File: config.mk
export PLATFORM = sky130hd
export DESIGN_NAME = serial_alu_flat
export DESIGN_NICKNAME = d
export VERILOG_FILES = /design/src/rtl/serial_alu_pkg.sv /design/src/rtl/serial_alu_if.sv /design/src/rtl/alu_bit_slice.sv /design/src/rtl/serial_alu.sv /design/src/flat_wrapper.sv
export SDC_FILE = /design/constraint.sdc
export NUM_CORES = 1
export LEC_CHECK = 0
export CORE_UTILIZATION = 55
export DETAILED_ROUTE_END_ITERATION = 8
export PLACE_DENSITY = 0.84
export SYNTH_ARGS = -nofsm -noshare
export SYNTH_HDL_FRONTEND = slang
export SYNTH_SLANG_ARGS = --single-unit
export TNS_END_PERCENT = 30
File: constraint.sdc
create_clock -name clk -period 2.44 [get_ports clk]
set_clock_uncertainty 0.2 [all_clocks]
set_input_delay 0.61 -clock clk [delete_from_list [all_inputs] [get_ports clk]]
set_output_delay 0.61 -clock clk [all_outputs]
set_load 0.01 [all_outputs]
File: src/rtl/serial_alu_pkg.sv
// Shared types for the bit-serial ALU: op encoding and FSM states.
package serial_alu_pkg;

  localparam int DEFAULT_WIDTH = 8;

  typedef enum logic [1:0] {
    OP_XOR  = 2'b00,
    OP_NAND = 2'b01,
    OP_ADD  = 2'b10,
    OP_SUB  = 2'b11
  } op_e;

  typedef enum logic [1:0] {
    S_IDLE = 2'b00,
    S_RUN  = 2'b01,
    S_DONE = 2'b10
  } state_e;

endpackage

File: src/rtl/serial_alu_if.sv
// Operand/result handshake bundle for serial_alu.
// Flag outputs exist only when SERIAL_ALU_FLAGS_EN is defined.
interface serial_alu_if
  import serial_alu_pkg::*;
#(
  parameter int WIDTH = DEFAULT_WIDTH
);
  logic             start_valid;
  logic             start_ready;
  logic [WIDTH-1:0] a;
  logic [WIDTH-1:0] b;
  op_e              op;
  logic             res_valid;
  logic             res_ready;
  logic [WIDTH-1:0] result;
  logic             carry_out;
`ifdef SERIAL_ALU_FLAGS_EN
  logic             zero_flag;
  logic             ovf_flag;
`endif

  modport master (
    output start_valid, a, b, op, res_ready,
`ifdef SERIAL_ALU_FLAGS_EN
    input  zero_flag, ovf_flag,
`endif
    input  start_ready, res_valid, result, carry_out
  );

  modport slave (
    input  start_valid, a, b, op, res_ready,
`ifdef SERIAL_ALU_FLAGS_EN
    output zero_flag, ovf_flag,
`endif
    output start_ready, res_valid, result, carry_out
  );
endinterface

File: src/rtl/alu_bit_slice.sv
// One-bit ALU slice: XOR / NAND / full adder / full subtractor.
module alu_bit_slice
  import serial_alu_pkg::*;
(
  input  logic a,
  input  logic b,
  input  logic cin,
  input  op_e  op,
  output logic y,
  output logic cout
);
  always_comb begin
    y    = 1'b0;
    cout = 1'b0;
    unique case (op)
      OP_XOR:  y = a ^ b;
      OP_NAND: y = ~(a & b);
      OP_ADD: begin
        y    = a ^ b ^ cin;
        cout = (a & b) | (cin & (a ^ b));
      end
      OP_SUB: begin
        // cin/cout carry the borrow here
        y    = a ^ b ^ cin;
        cout = (~a & b) | (~(a ^ b) & cin);
      end
    endcase
  end
endmodule

File: src/rtl/serial_alu.sv
// Bit-serial WIDTH-bit ALU, LSB first, with valid/ready on both sides.
// Optional zero/overflow flags via SERIAL_ALU_FLAGS_EN.
module serial_alu
  import serial_alu_pkg::*;
#(
  parameter int WIDTH = DEFAULT_WIDTH
) (
  input  logic         clk,
  input  logic         reset_n,
  serial_alu_if.slave  bus
);
  localparam int             CW   = $clog2(WIDTH);
  localparam logic [CW-1:0]  LAST = CW'(WIDTH - 1);

  state_e           r_state;
  state_e           w_next;
  logic [WIDTH-1:0] r_a_sh;
  logic [WIDTH-1:0] r_b_sh;
  logic [WIDTH-1:0] r_res_sh;
  op_e              r_op;
  logic [CW-1:0]    r_cnt;
  logic             r_carry;
  logic             w_y;
  logic             w_cout;
  logic             w_accept;
  logic             w_last;
  logic             w_done;
  logic [WIDTH-1:0] w_res_next;

  assign w_accept   = (r_state == S_IDLE) && bus.start_valid;
  assign w_last     = (r_state == S_RUN) && (r_cnt == LAST);
  assign w_done     = (r_state == S_DONE);
  assign w_res_next = {w_y, r_res_sh[WIDTH-1:1]};

  alu_bit_slice u_slice (
    .a    (r_a_sh[0]),
    .b    (r_b_sh[0]),
    .cin  (r_carry),
    .op   (r_op),
    .y    (w_y),
    .cout (w_cout)
  );

  // NOTE: state uses non-blocking assignments so every register samples pre-edge values.
  always_ff @(posedge clk or negedge reset_n) begin
    if (!reset_n) r_state <= S_IDLE;
    else          r_state <= w_next;
  end

  // NOTE: default assigned first so no path leaves w_next unassigned (no latch).
  always_comb begin
    w_next = r_state;
    unique case (r_state)
      S_IDLE:  if (bus.start_valid) w_next = S_RUN;
      S_RUN:   if (w_last)          w_next = S_DONE;
      S_DONE:  if (bus.res_ready)   w_next = S_IDLE;
      default:                      w_next = S_IDLE;
    endcase
  end

  always_ff @(posedge clk or negedge reset_n) begin
    if (!reset_n) begin
      r_a_sh   <= '0;
      r_b_sh   <= '0;
      r_res_sh <= '0;
      r_op     <= OP_XOR;
      r_cnt    <= '0;
      r_carry  <= 1'b0;
    end else if (w_accept) begin
      r_a_sh   <= bus.a;
      r_b_sh   <= bus.b;
      r_res_sh <= '0;
      r_op     <= bus.op;
      r_cnt    <= '0;
      r_carry  <= 1'b0;
    end else if (r_state == S_RUN) begin
      r_a_sh   <= {1'b0, r_a_sh[WIDTH-1:1]};
      r_b_sh   <= {1'b0, r_b_sh[WIDTH-1:1]};
      r_res_sh <= w_res_next;
      r_cnt    <= r_cnt + CW'(1);
      r_carry  <= w_cout;
    end
  end

  assign bus.start_ready = (r_state == S_IDLE);
  assign bus.res_valid   = w_done;
  assign bus.result      = w_done ? r_res_sh : '0;
  assign bus.carry_out   = w_done & r_carry;

`ifdef SERIAL_ALU_FLAGS_EN
  logic r_zero;
  logic r_ovf;

  // Signed overflow = carry/borrow into MSB differs from carry/borrow out of MSB.
  always_ff @(posedge clk or negedge reset_n) begin
    if (!reset_n) begin
      r_zero <= 1'b0;
      r_ovf  <= 1'b0;
    end else if (w_accept) begin
      r_zero <= 1'b0;
      r_ovf  <= 1'b0;
    end else if (w_last) begin
      r_zero <= (w_res_next == '0);
      r_ovf  <= ((r_op == OP_ADD) || (r_op == OP_SUB)) && (r_carry ^ w_cout);
    end
  end

  assign bus.zero_flag = w_done & r_zero;
  assign bus.ovf_flag  = w_done & r_ovf;
`endif
endmodule
File: src/flat_wrapper.sv
// flat-port wrapper written by rule: the top's interface ports become plain ports
module serial_alu_flat import serial_alu_pkg::*;
#(
  parameter int WIDTH = DEFAULT_WIDTH
)
  (clk, reset_n, bus_start_valid, bus_a, bus_b, bus_op, bus_res_ready, bus_start_ready, bus_res_valid, bus_result, bus_carry_out);
  serial_alu_if #(.WIDTH(WIDTH)) bus_i ();
  input  logic clk;
  input  logic reset_n;
  input wire logic [$bits(bus_i.start_valid)-1:0] bus_start_valid;
  input wire logic [$bits(bus_i.a)-1:0] bus_a;
  input wire logic [$bits(bus_i.b)-1:0] bus_b;
  input wire logic [$bits(bus_i.op)-1:0] bus_op;
  input wire logic [$bits(bus_i.res_ready)-1:0] bus_res_ready;
  output wire logic [$bits(bus_i.start_ready)-1:0] bus_start_ready;
  output wire logic [$bits(bus_i.res_valid)-1:0] bus_res_valid;
  output wire logic [$bits(bus_i.result)-1:0] bus_result;
  output wire logic [$bits(bus_i.carry_out)-1:0] bus_carry_out;
  assign bus_i.start_valid = bus_start_valid;
  assign bus_i.a = bus_a;
  assign bus_i.b = bus_b;
  assign bus_i.op = bus_op;
  assign bus_i.res_ready = bus_res_ready;
  assign bus_start_ready = bus_i.start_ready;
  assign bus_res_valid = bus_i.res_valid;
  assign bus_result = bus_i.result;
  assign bus_carry_out = bus_i.carry_out;
  serial_alu #(.WIDTH(WIDTH)) u_core (.clk(clk), .reset_n(reset_n), .bus(bus_i));
endmodule
==> summary.md <==
| Metric | Value |
|---|---|
| Post-Syn Nets | approximately 200 |
| Avg Inst Size Synth | around 9.9 µm² |
| Clk sinks | 32 |
| Final setup vio count | 0 |
| CP Launch Point | u_core.r_state[0] |
| Pwr/cell area | ~1100 mW/mm² |
| Worst rel slew slack | 0.462 |
| Required time of the critical path | ~1.6 ns |
| Placed insts | roughly 230 |
| Clock power frac | 0.163 |
| Number of core rows | 19 |
| Initial Utilization | 0.603 |
| Final net count | 238 |
| Number of flops mapped to enable cells by yosys | 0 |
| Worst Reg-to-Reg Cells | 5 |
| Area contributors post-synth | dfrtp_1 (47%), nand2_1 (12%), a31oi_2 (8.7%), nor2_4 (6.6%), nand3_1 (4.1%) |
| Capture point of the worst path | bus_start_ready |
| Crit path arrival time | 1.54 ns |
| Core Footprint | about 0.0029 mm² |
| Post-synthesis adder-cell area fraction | 0.0524 |
| Vias in the first global route | between 1000 and 1500 |
| Synth Area in Simple Gates | 0.298 |
| Vias/cell | between 5 and 6 |
| Top_reg_cell synth | dfrtp_1 |
| Largest area contributor in the netlist | dfrtp_1 |
| H-tree depth | 2 |
| Fmax | between 0.4 and 0.5 GHz |
| Clock slew at reported path FFs | approximately 0.11 ns |
| Compound-gate portion of the synthesized area | 0.123 |
| XOR/XNOR Fraction of Synth Area | 0 |
| CTS Buf Count | 5 |
| Critical path class | reg2out |
| # IOs | 33 |
| Total power | 2.46 mW |
| Reg2reg start | u_core.r_state[0] |
| Detailed Place HPWL | between 2000 and 3000 µm |
| Hold-fix buffers, CTS | 0 |
| TritonCTS clock tree | built |
| Max Slew Vio Count | 0 |
| Initial antenna violation count | 0 |
| CP Capture Type | output pin |
| Seq/Total Area, Yosys | 0.466 |
| Leading cell type by number of instances after synthesis | nand2_1 |
| Worst hold path class | reg2reg |
| DR WL/cell | ~15 µm |
| Leak | ~1 nW |
| Cell area after synthesis | 0.00172 mm² |
| Final wirelength | 3690 µm |
| Status | finished, violations left |
| # Max-Cap Violations | 0 |
| Startpoint Class | flip-flop |
| Buffer depth of the longest clock path | 2 |
| RSZ-0062 raised after global routing | no |
| Worst-margin pin slew | around 0.81 ns |
| Synth top area share | 0.466 |
| Critical R2R Capture | u_core.r_a_sh[7] |
| Total internal power | 1.48 mW |
| PortBufs | 32 |
| Clock latency on the worst-skew pair | 0.35 ns |
| GR Util All Layers | 0.270 |
| Critical path peak fanout | 5 |
| Fraction of registers with async set/reset | 1.00 |
| Drt initial violations | 52 |
| Non-Filler Instances | 242 |
| Grt ovf | 0 |
| Largest family of logic cells by synthesized area | simple AND/OR/NAND/NOR gates |
| Placer congestion estimate | 0.742 |
| Minimum clock period | about 2.3 ns |
| Violations in the final reports | design-rule violations |
| Largest net degree at the start of global routing | 33 |
| Number of diodes | 0 |
| Post-synthesis mux area share | 0.00655 |
| Yosys reg bits | 32 |
| Vias after detailed routing | approximately 1300 |
| NetSw | 0.983 mW |
| Global-route wire length before repair | roughly 6500 µm |
| Mapped Cells | roughly 170 |
| Final hold vios | 0 |
| Clk root buf | clkbuf_4 |
| Die H | around 58 µm |
| TNS Setup | 0 ns |
| Fill count | about 210 |
| Reg power frac | 0.386 |
| Combinational share of power | 0.451 |
| Worst hold start | u_core.r_res_sh[1] |
| Fin crit share | 0.962 |
| Routed Antenna Nets | 0 |
| Detailed Routing Iterations Pass 1 | 7 |
| Die span in x | ~58 µm |
| Min Hold Slack | slightly below 0.3 ns |
| Synth warnings | 0 |
| Share of post-route cells with drive strength above 1 | 0.213 |
| Post-synth top cells | nand2_1 (55), dfrtp_1 (32), nand3_1 (14) |
| DR DRC count | 1 |
| Peak VDD IR | a little under 0.7 mV |
| Switching Share | 0.399 |
| Area Growth Syn to Fin | 25.0% |
| Reg2reg setup slack | 0.55 ns |
| Netlist cell types | 26 |
| Die ar. | between 0.003 and 0.004 mm² |
==> critical path, cell delays in order, from the launching register on <==
cell	delay, ns
dfrtp_2	0.42
buf_4	0.15
nor2_1	0.10
clkdlybuf4s50_1	0.53
==> cell usage in the layout, fill, tap and decap left out, types with 2 or more instances in the layout <==
master,count
a21oi_1,4
a31oi_2,12
and2_1,9
buf_4,9
clkbuf_4,5
clkdlybuf4s50_1,22
dfrtp_1,31
dlygate4sd2_1,9
fa_1,2
ha_1,4
inv_1,2
nand2_1,55
nand3_1,14
nor2_2,2
nor2_4,10
nor2b_1,3
o21ai_1,3
==> how the worst min path moves through the flow <==
stage	endpoint	slack [ns]	cells after the start
global placement	u_core.r_res_sh[2]	0.27	2
global route	u_core.r_res_sh[3]	0.32	2
detailed placement	u_core.r_res_sh[5]	0.28	2
CTS	u_core.r_res_sh[3]	0.31	2
finish	u_core.r_res_sh[0]	0.30	2
floorplan	u_core.r_a_sh[0]	0.11	0
==> layer usage <==
| layer | GRT usage | share of wire |
|---|---|---|
| met5 | 0 | 0 |
| met4 | 0.136 | 0.017 |
| met3 | 0.0714 | 0.052 |
| met2 | 0.466 | 0.54 |
| met1 | 0.307 | 0.39 |
==> cell families (layout without fill, tap and decap cells) <==
group	Yosys count	after routing
buf+inv	14	52
compound gates	22	22
fa+ha+maj	6	6
mux	1	1
simple gates	98	98
flops	32	32
==> flip-flops by register name, summed over array words and instances (netlist names) <==
register         count
u_core.r_b_sh        8
u_core.r_a_sh        8
u_core.r_cnt         3
u_core.r_state       2
u_core.r_op          2
u_core.r_res_sh      8
u_core.r_carry       1
==> power by group through the flow <==
stage               Combinational (mW)  Sequential, mW  Clock, mW
finish                            1.11           0.951      0.402
global route                      1.25           0.981      0.436
CTS                               1.12           0.949      0.414
detailed placement                1.09           0.967          0
global placement                  1.02           0.957          0
floorplan                        0.846           0.920          0
==> metrics by stage <==
| step | area (µm²) | utilization | setup slack [ns] |
|---|---|---|---|
| detailed placement | 2070 | 0.724 | 0.0469 |
| CTS | 2150 | 0.753 | 0.0315 |
| floorplan | 1720 | - | 0.596 |
| global placement | 2070 | 0.724 | 0.0846 |
| finish | 2150 | 0.754 | 0.0932 |
| global route | 2150 | 0.754 | 0.0400 |
==> area by class of cell <==
cell class	count	area, µm²	share of cell area
multi-input cells	127	826	0.384
flip-flops and latches	32	802	0.373
repair buffers	42	399	0.186
clock buffers	6	41.3	0.0192
well taps	31	38.8	0.0180
clock inverters	2	35.0	0.0163
inverters	2	7.51	0.00349
==> timing repair <==
| action | CTS | global route |
|---|---|---|
| setup buffers | 2 | 0 |
| gates resized for setup | 10 | 1 |
| endpoints found under the setup margin | 10 | 1 |
(Power assumes the default switching activity.)
